===== config.mk =====
export PLATFORM = sky130hd
export DESIGN_NAME = uart_tx_word_packer
export DESIGN_NICKNAME = d
export VERILOG_FILES = /design/src/rtl/uart_tx_word_packer.sv
export SDC_FILE = /design/constraint.sdc
export NUM_CORES = 1
export LEC_CHECK = 0
export ABC_AREA = 1
export CORE_ASPECT_RATIO = 1.4
export CORE_MARGIN = 2
export CORE_UTILIZATION = 40
export CTS_CLUSTER_DIAMETER = 200
export DETAILED_ROUTE_END_ITERATION = 12
export GPL_TIMING_DRIVEN = 0
export PLACE_DENSITY = 0.59
export SLEW_MARGIN = 25
export SYNTH_ARGS = -nofsm -noshare
export SYNTH_HDL_FRONTEND = slang
export SYNTH_SLANG_ARGS = --single-unit

===== constraint.sdc =====
create_clock -name clk -period 8.1 [get_ports clk]
set_input_delay 1.215 -clock clk [delete_from_list [all_inputs] [get_ports clk]]
set_output_delay 1.215 -clock clk [all_outputs]
set_load 0.005 [all_outputs]

===== src/rtl/uart_tx_word_packer.sv =====
// Packs a valid-strobe byte stream into BYTE_WIDTH-byte words and queues them in a
// small word FIFO exposed on a wreq/wgnt handshake; a flush pads out a partial word.
module uart_tx_word_packer #(
  parameter int unsigned BYTE_WIDTH = 4,
  parameter bit          BIG_ENDIAN = 1'b0,
  parameter int unsigned FIFO_ASIZE = 3,
  parameter logic [7:0]  PAD_BYTE   = 8'h00
) (
  input  logic                    clk,
  input  logic                    rst,
  input  logic                    i_en,
  input  logic [7:0]              i_byte,
  input  logic                    i_flush,
  output logic                    o_wreq,
  input  logic                    i_wgnt,
  output logic [BYTE_WIDTH*8-1:0] o_wdata,
  output logic                    o_overflow,
  output logic [31:0]             o_byte_count,
  output logic                    o_busy
);

  localparam int unsigned WordW = BYTE_WIDTH * 8;
  localparam int unsigned LaneW = (BYTE_WIDTH > 1) ? $clog2(BYTE_WIDTH) : 1;
  localparam int unsigned Depth = 1 << FIFO_ASIZE;
  localparam int unsigned CntW  = FIFO_ASIZE + 1;

  // Bit offset of a stream lane inside the output word.
  function automatic int unsigned lane_base(input int unsigned lane);
    return BIG_ENDIAN ? lane * 8 : (BYTE_WIDTH - 1 - lane) * 8;
  endfunction

  logic [LaneW-1:0]      lane_q, lane_d;
  logic [WordW-1:0]      part_q, part_d;
  logic [WordW-1:0]      ins_word, push_word;
  logic [WordW-1:0]      mem_q [Depth];
  logic [FIFO_ASIZE-1:0] wr_ptr_q, wr_ptr_d;
  logic [FIFO_ASIZE-1:0] rd_ptr_q, rd_ptr_d;
  logic [CntW-1:0]       count_q, count_d;
  logic                  ovf_q, ovf_d;
  logic [31:0]           byte_cnt_q, byte_cnt_d;

  logic        push, push_full, push_flush, push_ok, pop, full;
  int unsigned filled;

  // Packing: the current byte lands first, then any flush pads the lanes still empty.
  always_comb begin
    filled   = 32'(lane_q) + 32'(i_en);
    ins_word = part_q;
    if (i_en) begin
      ins_word[lane_base(32'(lane_q)) +: 8] = i_byte;
    end
    push_word = ins_word;
    for (int unsigned l = 0; l < BYTE_WIDTH; l++) begin
      if (l >= filled) begin
        push_word[lane_base(l) +: 8] = PAD_BYTE;
      end
    end
    push_full  = i_en && (32'(lane_q) == BYTE_WIDTH - 1);
    push_flush = i_flush && !push_full && (filled != 0);
    push       = push_full | push_flush;

    lane_d = lane_q;
    part_d = ins_word;
    if (i_en) begin
      lane_d = lane_q + LaneW'(1);
    end
    if (push) begin
      lane_d = '0;
      part_d = '0;
    end
  end

  // Word FIFO: a push into a full FIFO survives only if the head leaves this cycle.
  always_comb begin
    pop      = (count_q != '0) && i_wgnt;
    full     = (count_q == CntW'(Depth));
    push_ok  = push && (!full || pop);
    wr_ptr_d = push_ok ? wr_ptr_q + FIFO_ASIZE'(1) : wr_ptr_q;
    rd_ptr_d = pop ? rd_ptr_q + FIFO_ASIZE'(1) : rd_ptr_q;
    count_d  = count_q;
    if (push_ok && !pop) begin
      count_d = count_q + CntW'(1);
    end else if (!push_ok && pop) begin
      count_d = count_q - CntW'(1);
    end
    ovf_d      = ovf_q | (push & ~push_ok);
    byte_cnt_d = byte_cnt_q + 32'(i_en);
  end

  always_ff @(posedge clk) begin
    if (rst) begin
      lane_q     <= '0;
      part_q     <= '0;
      wr_ptr_q   <= '0;
      rd_ptr_q   <= '0;
      count_q    <= '0;
      ovf_q      <= 1'b0;
      byte_cnt_q <= '0;
      for (int i = 0; i < Depth; i++) begin
        mem_q[i] <= '0;
      end
    end else begin
      lane_q     <= lane_d;
      part_q     <= part_d;
      wr_ptr_q   <= wr_ptr_d;
      rd_ptr_q   <= rd_ptr_d;
      count_q    <= count_d;
      ovf_q      <= ovf_d;
      byte_cnt_q <= byte_cnt_d;
      if (push_ok) begin
        mem_q[wr_ptr_q] <= push_word;
      end
    end
  end

  assign o_wreq       = (count_q != '0);
  assign o_wdata      = mem_q[rd_ptr_q];
  assign o_overflow   = ovf_q;
  assign o_byte_count = byte_cnt_q;
  assign o_busy       = (lane_q != '0) | o_wreq;

endmodule


==> metrics.log, run 1 <==
INFO  metric cts_setup_buffers = 0
INFO  metric worst_setup_path_end_kind = output pin
INFO  metric horizontal_die_dimension = 170 um
INFO  metric crit_fanout = 10
INFO  metric number_of_max_slew_violations_in_the_final_report = 0
INFO  metric ff_latch_area = 0.00929 mm^2
INFO  metric synth_nets = 1,747
INFO  metric grt_setup_unrepaired = no
INFO  metric via_per_inst = 5.12
INFO  metric clock_tree_from_tritoncts = done
INFO  metric fin_skew = 0.0158 ns
INFO  metric worst_setup_hold_path_clk_slew = 0.06 ns
INFO  metric std_cell_rows = 85
INFO  metric flip_flop_cell_with_the_highest_count_after_synthesis = edfxtp_1
INFO  metric critical_path.cell_chain = clkbuf_1, clkbuf_1, o21ai_0, o21ai_0, nand2_1, nand2_1, clkdlybuf4s50_1
INFO  metric clkSinkCount = 336
INFO  metric drcViolationCount = 0
INFO  metric avgSynthCellArea = 8.99 um^2
INFO  metric dieHeight = 236 um
INFO  metric grt_max_degree = 23
INFO  metric nFillCells = 3,667
INFO  metric grt_overflow = 0
INFO  metric worst_ir_drop_vdd = 0.000149 V
INFO  metric finalWorstPathRequiredPeriod = 4.37 ns
INFO  metric clock_tree.root_cell = clkbuf_16
INFO  metric crit_arrival = 3.15 ns
INFO  metric routed-via-count = 12,000
INFO  metric drt_iter0_markers = 764
INFO  metric clockBufferDepth = 3
INFO  metric hold_viol = 0
INFO  metric hold_fix_buffers_cts = 0
INFO  metric gpl.final_weighted_congestion = 0.902
INFO  metric achievable-frequency = 0.229 GHz
INFO  metric worst_path_dominant_cell_family = buffers and inverters
INFO  metric final_min_period_over_clock_period = 53.9%
INFO  metric worst-setup-path-type = register to output pin
INFO  metric cts_made_buffers = 34
INFO  metric wire_per_inst = 18.6 um
INFO  metric synth.distinct_cells = 34
INFO  metric seq_area_frac_synth = 60.2%
INFO  metric via_count_of_the_first_global_routing_pass = 12,100
INFO  metric critical_path.max_stage_delay = 0.58 ns
INFO  metric synth_enable_flop_cells = 256
INFO  metric postRouteAntennaNets = 0
INFO  metric power.density = 260 mW/mm^2
INFO  metric place.port_buffers = 79
INFO  metric slew_headroom = 38.3%
INFO  metric cellLeakagePower = 6.48 nW
INFO  metric holdCritPathClass = register to register
INFO  metric fin_tns_setup = 0 ns
INFO  metric dieArea = 0.0402 mm^2
INFO  metric multi_input_area = 0.00520 mm^2
INFO  metric final_layout_size_suffix_gt1_share = 6.38%
INFO  metric clock_latency = 0.52 ns
INFO  metric start_util = 40.3%
INFO  metric yosysMostFrequentCell = nor2_1
INFO  metric synthToLayoutAreaGrowth = 17.5%
INFO  metric ys.warnings.count = 0
INFO  metric mappedNetlistArea = 0.0154 mm^2
INFO  metric drt-pass1-iter-count = 7
INFO  metric ys_seq_elements = 336
INFO  metric start_kind = register
INFO  metric asyncSetResetFlopFracSynth = 0%
INFO  metric outcome = completed
INFO  metric post_layout_total_power = 0.00472 W
INFO  metric synth_common_cells = nor2_1 (560), nand2_1 (264), edfxtp_1 (256)
INFO  metric max_slew.worst_pin.slew = 0.926 ns
INFO  metric synth_top_area_share = 49.8%
INFO  metric path_buf_inv = 3
INFO  metric worst_path_max_delay_cell = clkbuf_1
INFO  metric cap_viol_max_count = 0
INFO  metric floorplan.core_area = 0.0383 mm^2
INFO  metric synth.top_cells.by_area = edfxtp_1 (50%), nor2_1 (14%), dfxtp_1 (10%)
INFO  metric cp.required = 6.88 ns
INFO  metric grt_first_pass_wirelength = 66,100 um
INFO  metric num-nets-final = 1,870
INFO  metric post_detailed_routing_wire_length = 43,600 um
INFO  metric i_o_pin_total = 80
INFO  metric dp.cells = 2,282
INFO  metric synth_top_area_cell = edfxtp_1
INFO  metric final-instance-count-excl-fill = 2,342
INFO  metric grt_use_total = 21.9%
INFO  metric setup_violations = 0
INFO  metric cts.repair.resized = 0
INFO  metric hpwlAfterDp = 31,800 um
INFO  metric antenna_cells = 0
INFO  metric grt_antenna_before_repair = 0
INFO  metric synth_cells = 1,717
INFO  metric htree_levels = 2
## area by class of cell
class                   instances  area share [%]
well taps                     478            3.30
inverters                     119            2.46
repair buffers                 87            5.41
flip-flops and latches        336            51.2
multi-input cells            1178            28.7
clock buffers                  47            5.31
clock inverters                13           0.759
plain buffers                  84            2.86
## worst min-delay path, delay by kind of cell (launching register included)
| kind | cells | cell delay [ns] |
|---|---|---|
| and+or+nand+nor | 1 | 0.07 |
| AOI/OAI and AO/OA | 1 | 0.06 |
| DFF | 1 | 0.30 |
## state kept, by name (all words and copies together) (netlist names), named ones only
name          count
mem_q           256
o_byte_count     32
part_q           32
count_q           4
rd_ptr_q          3
wr_ptr_q          3
lane_q            2
o_overflow        1
## routing by layer
layer  share of wire [%]  GRT usage, %
met1                  37          23.6
met3                 5.0          3.51
met2                  53          40.5
met4                 5.4          12.0
met5                   0             0
## worst paths after layout
kind                                 start            to  slack, ns  depth (start not counted)
worst min register to register  part_q[18]    part_q[18]       0.47                          2
worst min-delay path            part_q[18]    part_q[18]       0.47                          2
worst max-delay path              register   o_wdata[26]       3.73                          7
worst max register to register   lane_q[0]  mem_q[1][28]       5.13                         13
## through the flow
stage	utilization [%]	hold WS, ns	instance area (um^2)	worst slack [ns]
after floorplan	-	0.447	15400	4.55
after global placement	43.9	0.459	16800	3.21
after detailed placement	44.5	0.466	17000	3.88
after CTS	47.4	0.478	18100	3.76
after global routing	47.4	0.496	18100	3.57
final	47.4	0.474	18100	3.73
## power by group
part | leakage [nW] | switching, W | internal [W] | total (W)
clock network | 0.536 | 0.000650 | 0.000928 | 0.00158
logic | 2.65 | 0.000745 | 0.000441 | 0.00119
registers | 3.30 | 0.0000353 | 0.00192 | 0.00196
total | 6.48 | 0.00143 | 0.00329 | 0.00472
## cells by family (layout without fill, tap and decap cells)
logic type	Yosys count	after routing	share of synthesized area, %
AOI/OAI and AO/OA	277	277	9.25
adders and majority gates	17	17	1.43
buffers and inverters	203	350	6.26
and+or+nand+nor	878	878	22.6
xor gates and xnor gates	6	6	0.340
DFF	336	336	60.2
## cell usage in the layout (no fill, tap or decap), types with 2 or more instances in the layout
cell type | netlist | final
clkbuf_16 | 0 | 37
o22ai_1 | 22 | 22
nand3_1 | 24 | 24
buf_16 | 0 | 4
buf_6 | 24 | 24
o21ai_1 | 19 | 19
dfxtp_1 | 80 | 80
nor2_1 | 560 | 560
bufinv_16 | 0 | 3
buf_4 | 3 | 3
nor3_1 | 6 | 6
ha_1 | 16 | 16
clkinv_1 | 2 | 6
a21oi_1 | 35 | 35
clkinv_2 | 0 | 5
nand4_1 | 3 | 3
nand3b_1 | 2 | 2
clkbuf_1 | 41 | 51
nand2_1 | 264 | 256
inv_1 | 116 | 116
buf_12 | 0 | 4
nand2_4 | 11 | 11
xor2_1 | 5 | 5
o21ai_0 | 197 | 197
edfxtp_1 | 256 | 256
buf_2 | 10 | 10
buf_1 | 6 | 6
nor2_2 | 2 | 2
nand2_2 | 2 | 10
clkdlybuf4s50_1 | 0 | 79
nor2_8 | 2 | 2
No activity file was read; power rests on OpenSTA's default activity.
==> run 2: changes to the inputs <==
- PLACE_DENSITY: 0.59 -> 0.61
- clock period: 8.1 -> 3.8 ns (I/O delays scaled with it)
==> metrics.log, run 2 (synthesis gave the netlist of run 1 again) <==
INFO  metric cap_viol_max_count = 0 (unchanged)
INFO  metric cts_setup_buffers = 0 (unchanged)
INFO  metric horizontal_die_dimension = 170 um (unchanged)
INFO  metric mostFrequentLayoutCells = nor2_1 (560), nand2_1 (256), edfxtp_1 (256), o21ai_0 (197), inv_1 (116)
INFO  metric finalWorstPathRequiredPeriod = 3.54 ns
INFO  metric power.combinational.fraction = 25.6% (+0.5 points)
INFO  metric clock_latency = 0.52 ns (about the same)
INFO  metric drcViolationCount = 0 (unchanged)
INFO  metric drt_iter0_markers = 744 (-2.6%)
INFO  metric hold_viol = 0 (unchanged)
INFO  metric grt_use_total = 21.6% (-0.29 points)
INFO  metric largest_register_ffs = 256 (unchanged)
INFO  metric grt_first_pass_wirelength = 65,400 um (-1.1%)
INFO  metric post_detailed_routing_wire_length = 43,300 um (-0.80%)
INFO  metric worst-setup-path-type = register to output pin
INFO  metric crit_arrival = 2.97 ns (-0.18 ns)
INFO  metric i_o_pin_total = 80 (unchanged)
INFO  metric gpl.final_weighted_congestion = 0.899 (-0.32%)
INFO  metric slew_headroom = 38.7% (+0.39 points)
INFO  metric fin_tns_setup = 0 ns (unchanged)
INFO  metric worstSetupPathDepth = 7 (unchanged)
INFO  metric drt-pass1-iter-count = 5 (-2)
INFO  metric clock_tree_from_tritoncts = done
INFO  metric routed-via-count = 12,000 (+0.42%)
INFO  metric power.density = 546 mW/mm^2 (+110%)
INFO  metric grt_antenna_before_repair = 0 (unchanged)
INFO  metric intPower = 0.00682 W (+110%)
INFO  metric final_core_util = 47.1% (-0.27 points)
INFO  metric grt_setup_unrepaired = no
INFO  metric fin_skew = 0.0135 ns (-0.00224 ns)
INFO  metric p_sw = 0.00303 W (+110%)
INFO  metric std_cell_rows = 85 (unchanged)
INFO  metric start_util = 40.3% (unchanged)
INFO  metric worst_setup_path_end_kind = output pin
INFO  metric postRouteAntennaNets = 0 (unchanged)
INFO  metric via_count_of_the_first_global_routing_pass = 11,800 (-1.8%)
INFO  metric power_frac_clock = 32.0% (-1.4 points)
INFO  metric cellLeakagePower = 6.44 nW (-0.69%)
INFO  metric hold_depth = 2 (unchanged)
INFO  metric sw_frac_of_total = 30.8% (+0.49 points)
INFO  metric outcome = completed
INFO  metric place.port_buffers = 79 (unchanged)
INFO  metric final_critical_path_setup_slack = 0.263 ns (-3.47 ns)
INFO  metric final_layout_size_suffix_gt1_share = 6.23% (-0.15 points)
INFO  metric critical_path.cell_chain = clkbuf_2, clkbuf_1, o21ai_0, o21ai_0, nand2_1, nand2_1, clkdlybuf4s50_1
INFO  metric worst-r2r-cell-count = 18 (+5)
INFO  metric grt_max_degree = 24 (+4.3%)
INFO  metric p_seq_share = 42.4% (+0.9 points)
INFO  metric antenna_cells = 0 (unchanged)
INFO  metric worst_setup_hold_path_clk_slew = 0.06 ns (about the same)
INFO  metric hold_fix_buffers_cts = 0 (unchanged)
INFO  metric synthToLayoutAreaGrowth = 16.8%
INFO  metric start_kind = register
INFO  metric clkSinkCount = 336 (unchanged)
INFO  metric worst_path_max_delay_cell = clkdlybuf4s50_1
INFO  metric max_slew.worst_pin.slew = 0.920 ns (-0.00582 ns)
INFO  metric hpwlAfterDp = 31,200 um (-1.9%)
INFO  metric number_of_max_slew_violations_in_the_final_report = 0 (unchanged)
INFO  metric path_buf_inv = 3 (unchanged)
INFO  metric holdCritPathClass = register to register
INFO  metric htree_levels = 2 (unchanged)
INFO  metric worst_ir_drop_vdd = 0.000301 V (+100%)
INFO  metric crit_fanout = 10 (unchanged)
INFO  metric cts.repair.resized = 0 (unchanged)
INFO  metric num-nets-final = 1,870 (unchanged)
INFO  metric setup_violations = 0 (unchanged)
INFO  metric layout.cells.most_common = nor2_1
INFO  metric post-place-ws = 0.270 ns (-3.61 ns)
INFO  metric clockBufferDepth = 3 (unchanged)
INFO  metric final_min_period_over_clock_period = 93.1%
INFO  metric via_per_inst = 5.14 (+0.50%)
INFO  metric floorplan.core_area = 0.0383 mm^2 (unchanged)
INFO  metric critical_path.max_stage_delay = 0.52 ns (-0.06 ns)
INFO  metric dieHeight = 236 um (unchanged)
INFO  metric registers.top_by_ff_count = mem_q
INFO  metric cp.required = 3.23 ns (-3.65 ns)
INFO  metric wire_per_inst = 18.5 um (-0.72%)
INFO  metric achievable-frequency = 0.283 GHz
INFO  metric grt_overflow = 0 (unchanged)
INFO  metric worst_path_dominant_cell_family = buffers and inverters
INFO  metric dieArea = 0.0402 mm^2 (unchanged)
INFO  metric clock_tree.root_cell = clkbuf_16
INFO  metric cts_made_buffers = 34 (unchanged)
==> run 2: worst reg2reg max path, stage by stage (launching register included) <==
cell and delay, ns:
dfxtp_1 0.51, ha_1 0.24, inv_1 0.06, ha_1 0.30
nor2_1 0.14, nand2_1 0.09, nand2_2 0.09, nand2_4 0.07
nand2_4 0.14, inv_1 0.09, ha_1 0.22, inv_1 0.12
ha_1 0.28, a21oi_1 0.19, nand2_1 0.08, nand2_1 0.07
nand2_1 0.05, nand2_1 0.05, a21oi_1 0.05
==> run 2: area by class of cell <==
class	instances	area, um^2
clock inverter	12	85.1
timing repair buffer	87	966
sequential	336	9290
fill	3617	20300
inverter	119	447
tap	478	598
buffer	84	520
clock buffer	46	927
multi-input combinational	1178	5200
==> run 2: routing by layer <==
layer	wire length (um)	GRT usage (%)
met5	0	0
met4	2250	11.6
met3	2360	3.17
met2	22500	39.8
met1	16100	23.8
==> run 2: metrics by stage <==
step           instance area, um^2  cells  hold WS, ns  total power, W
4_1_cts                      18000   2340        0.474         0.00989
5_1_grt                      18000   2340        0.497          0.0103
3_3_place_gp                 16800   2274        0.459         0.00671
6_report                     18000   2340        0.473         0.00985
3_5_place_dp                 17000   2282        0.462         0.00678
2_1_floorplan                15400   1717        0.447         0.00562
==> run 2: power by group through the flow <==
stage	clock network (W)	registers, W	logic [W]
4_1_cts	0.00318	0.00417	0.00253
5_1_grt	0.00332	0.00419	0.00278
6_report	0.00315	0.00417	0.00252
3_5_place_dp	0	0.00425	0.00253
2_1_floorplan	0	0.00423	0.00139
3_3_place_gp	0	0.00425	0.00246
==> run 2: worst paths after layout <==
check | startpoint | endpoint | slack [ns]
worst min-delay path | part_q[18] | part_q[18] | 0.47
worst min register to register | part_q[18] | part_q[18] | 0.47
worst max-delay path | register | o_wdata[24] | 0.26
worst max register to register | lane_q[0] | count_q[3] | 0.85
==> run 3: changes to the inputs <==
- CORE_UTILIZATION: 40 -> 54
- PLACE_DENSITY: 0.61 -> default
- PLACE_DENSITY_LB_ADDON: default -> 0.25
==> metrics.log, run 3 (synthesis gave the netlist of run 1 again) <==
INFO  metric outcome = completed
INFO  metric cts_setup_buffers = 0 (unchanged)
INFO  metric hpwlAfterDp = 29,300 um (-5.9%)
INFO  metric floorplan.core_area = 0.0282 mm^2 (-26%)
INFO  metric clockBufferDepth = 3 (unchanged)
INFO  metric hold_end = part_q[26]
INFO  metric number_of_max_slew_violations_in_the_final_report = 0 (unchanged)
INFO  metric clock_latency = 0.57 ns (+0.05 ns)
INFO  metric drt-pass1-iter-count = 7 (+2)
INFO  metric htree_levels = 1 (-1)
INFO  metric setup_violations = 0 (unchanged)
INFO  metric path_buf_inv = 4 (+1)
INFO  metric via_count_of_the_first_global_routing_pass = 12,100 (+1.9%)
INFO  metric crit_arrival = 2.97 ns (about the same)
INFO  metric postRouteAntennaNets = 0 (unchanged)
INFO  metric slew_headroom = 42.9% (+4.2 points)
INFO  metric worst_path_dominant_cell_family = buffers and inverters
INFO  metric worst-r2r-cell-count = 12 (-6)
INFO  metric hold_viol = 0 (unchanged)
INFO  metric crit_fanout = 10 (unchanged)
INFO  metric wire_per_inst = 18.2 um (-1.7%)
INFO  metric mostFrequentLayoutCells = nor2_1 (560), nand2_1 (256), edfxtp_1 (256), o21ai_0 (197), inv_1 (116)
INFO  metric regToRegSetupSlack = 0.80 ns (-0.05 ns)
INFO  metric fin_skew = 0.0118 ns (-0.00173 ns)
INFO  metric holdCritPathClass = register to register
INFO  metric grt_first_pass_wirelength = 62,900 um (-3.8%)
INFO  metric std_cell_rows = 73 (-14%)
INFO  metric worst_path_max_delay_cell = clkdlybuf4s50_1
INFO  metric layout.cells.most_common = nor2_1
INFO  metric nFillCells = 2,285 (-37%)
INFO  metric final_min_period_over_clock_period = 93.2% (+0.094 points)
INFO  metric hold_depth = 2 (unchanged)
INFO  metric worst-setup-path-type = register to output pin
INFO  metric antenna_cells = 0 (unchanged)
INFO  metric i_o_pin_total = 80 (unchanged)
INFO  metric final-instance-count-excl-fill = 2,236 (-4.4%)
INFO  metric synthToLayoutAreaGrowth = 16.0%
INFO  metric dieHeight = 204 um (-14%)
INFO  metric worst_setup_path_end_kind = output pin
INFO  metric start_util = 54.7% (+14 points)
INFO  metric num-nets-final = 1,866 (-0.21%)
INFO  metric drcViolationCount = 0 (unchanged)
INFO  metric worst_ir_drop_vdd = 0.000364 V (+21%)
INFO  metric grt_antenna_before_repair = 0 (unchanged)
INFO  metric clkSinkCount = 336 (unchanged)
INFO  metric worstSetupPathDepth = 10 (+3)
INFO  metric reg2reg_from = lane_q[0]
INFO  metric critical_path.cell_chain = buf_4, buf_2, buf_2, nor2_1, nor2_1, o21ai_0, o21ai_0, nand2_1, nand2_1, clkdlybuf4s50_1
INFO  metric grt_overflow = 0 (unchanged)
INFO  metric min-delay-start = part_q[26]
INFO  metric achievable-frequency = 0.282 GHz (-0.10%)
INFO  metric worst_setup_hold_path_clk_slew = 0.07 ns (about the same)
INFO  metric hold_ws = 0.474 ns (+0.00166 ns)
INFO  metric grt_use_total = 27.3% (+5.6 points)
INFO  metric clock_tree.root_cell = clkbuf_16
INFO  metric routed-via-count = 12,200 (+1.6%)
INFO  metric critical_path.max_stage_delay = 0.52 ns (about the same)
INFO  metric start_kind = register
INFO  metric power.density = 549 mW/mm^2 (+0.59%)
INFO  metric max_slew.worst_pin.slew = 0.857 ns (-0.0633 ns)
INFO  metric via_per_inst = 5.47 (+6.3%)
INFO  metric grt_setup_unrepaired = no
INFO  metric dp.cells = 2,178 (-4.6%)
INFO  metric cts_made_buffers = 31 (-8.8%)
INFO  metric cts.repair.resized = 0 (unchanged)
INFO  metric finalWorstPathRequiredPeriod = 3.54 ns (+0.00356 ns)
INFO  metric gpl.final_weighted_congestion = 0.902 (+0.28%)
INFO  metric cp.required = 3.23 ns (about the same)
INFO  metric grt_max_degree = 33 (+38%)
INFO  metric clock_tree_from_tritoncts = done
INFO  metric cap_viol_max_count = 0 (unchanged)
INFO  metric dieArea = 0.0300 mm^2 (-25%)
INFO  metric drt_iter0_markers = 1,027 (+38%)
INFO  metric horizontal_die_dimension = 147 um (-14%)
INFO  metric post_detailed_routing_wire_length = 40,600 um (-6.1%)
INFO  metric registers.top_by_ff_count = mem_q
INFO  metric cellLeakagePower = 6.44 nW (about the same)
INFO  metric hold_fix_buffers_cts = 0 (unchanged)
INFO  metric final_layout_size_suffix_gt1_share = 6.45% (+0.22 points)
INFO  metric place.port_buffers = 79 (unchanged)
INFO  metric rr_endpoint = mem_q[4][12]
INFO  metric largest_register_ffs = 256 (unchanged)
[run 3: changes by cell type in the layout (fill, tap and decap cells not counted), sizes merged]
| cell | before | now |
|---|---|---|
| buf | 51 | 50 |
| bufinv | 1 | 4 |
| clkbuf | 87 | 85 |
| clkinv | 11 | 10 |
| clkinvlp | 0 | 1 |
| inv | 119 | 118 |
[run 3: power by group]
| part | switching [W] | internal [W] | total, W | leakage, nW |
|---|---|---|---|---|
| Clock | 0.00133 | 0.00184 | 0.00316 | 0.506 |
| Sequential | 0.0000761 | 0.00410 | 0.00418 | 3.30 |
| Combinational | 0.00156 | 0.000935 | 0.00250 | 2.64 |
[run 3: stage by stage]
| step | setup WS [ns] | setup TNS (ns) | total power (W) | utilization (%) | cell area, um^2 |
|---|---|---|---|---|---|
| floorplan | 0.890 | 0 | 0.00562 | - | 15400 |
| detailed placement | 0.241 | 0 | 0.00673 | 59.8 | 16900 |
| global route | 0.153 | 0 | 0.0103 | 63.5 | 17900 |
| global placement | -0.322 | -70.19 | 0.00665 | 59.2 | 16700 |
| CTS | 0.131 | 0 | 0.00984 | 63.5 | 17900 |
| finish | 0.259 | 0 | 0.00984 | 63.5 | 17900 |
[run 3: metal layers]
layer	wire length (um)	part of all wire, %	global-route usage [%]	vias to the layer above
li1	-	-	-	5858
met3	2670	6.6	3.66	125
met5	0	0	0	-
met2	21300	52	51.0	491
met4	2230	5.5	15.1	0
met1	14400	36	29.6	5747
[run 3: worst reg2reg max path: cells and delay by family, from the launching register on]
kind                     cells  cell delay (ns)
flip-flops                   1             0.50
adder cells (fa/ha/maj)      2             0.53
AND/OR/NAND/NOR              8             1.34
buffers and inverters        2             0.24
[run 3: final cells by class]
class                           instances  area [um^2]  area share, %
Tap cell                              375          469           2.62
Multi-Input combinational cell       1178         5200           29.0
Timing Repair Buffer                   86          953           5.32
Buffer                                 84          520           2.91
Inverter                              119          447           2.49
Clock buffer                           44          855           4.77
Sequential cell                       336         9290           51.9
Clock inverter                         14          175          0.978
[run 3: worst max path at each step]
stage,start,to,slack (ns)
floorplan,i_en,mem_q[2][0],0.89
global placement,i_en,mem_q[1][10],-0.32
detailed placement,i_en,mem_q[4][7],0.24
CTS,register,o_wdata[20],0.13
global route,register,o_wdata[11],0.15
finish,register,o_wdata[23],0.26
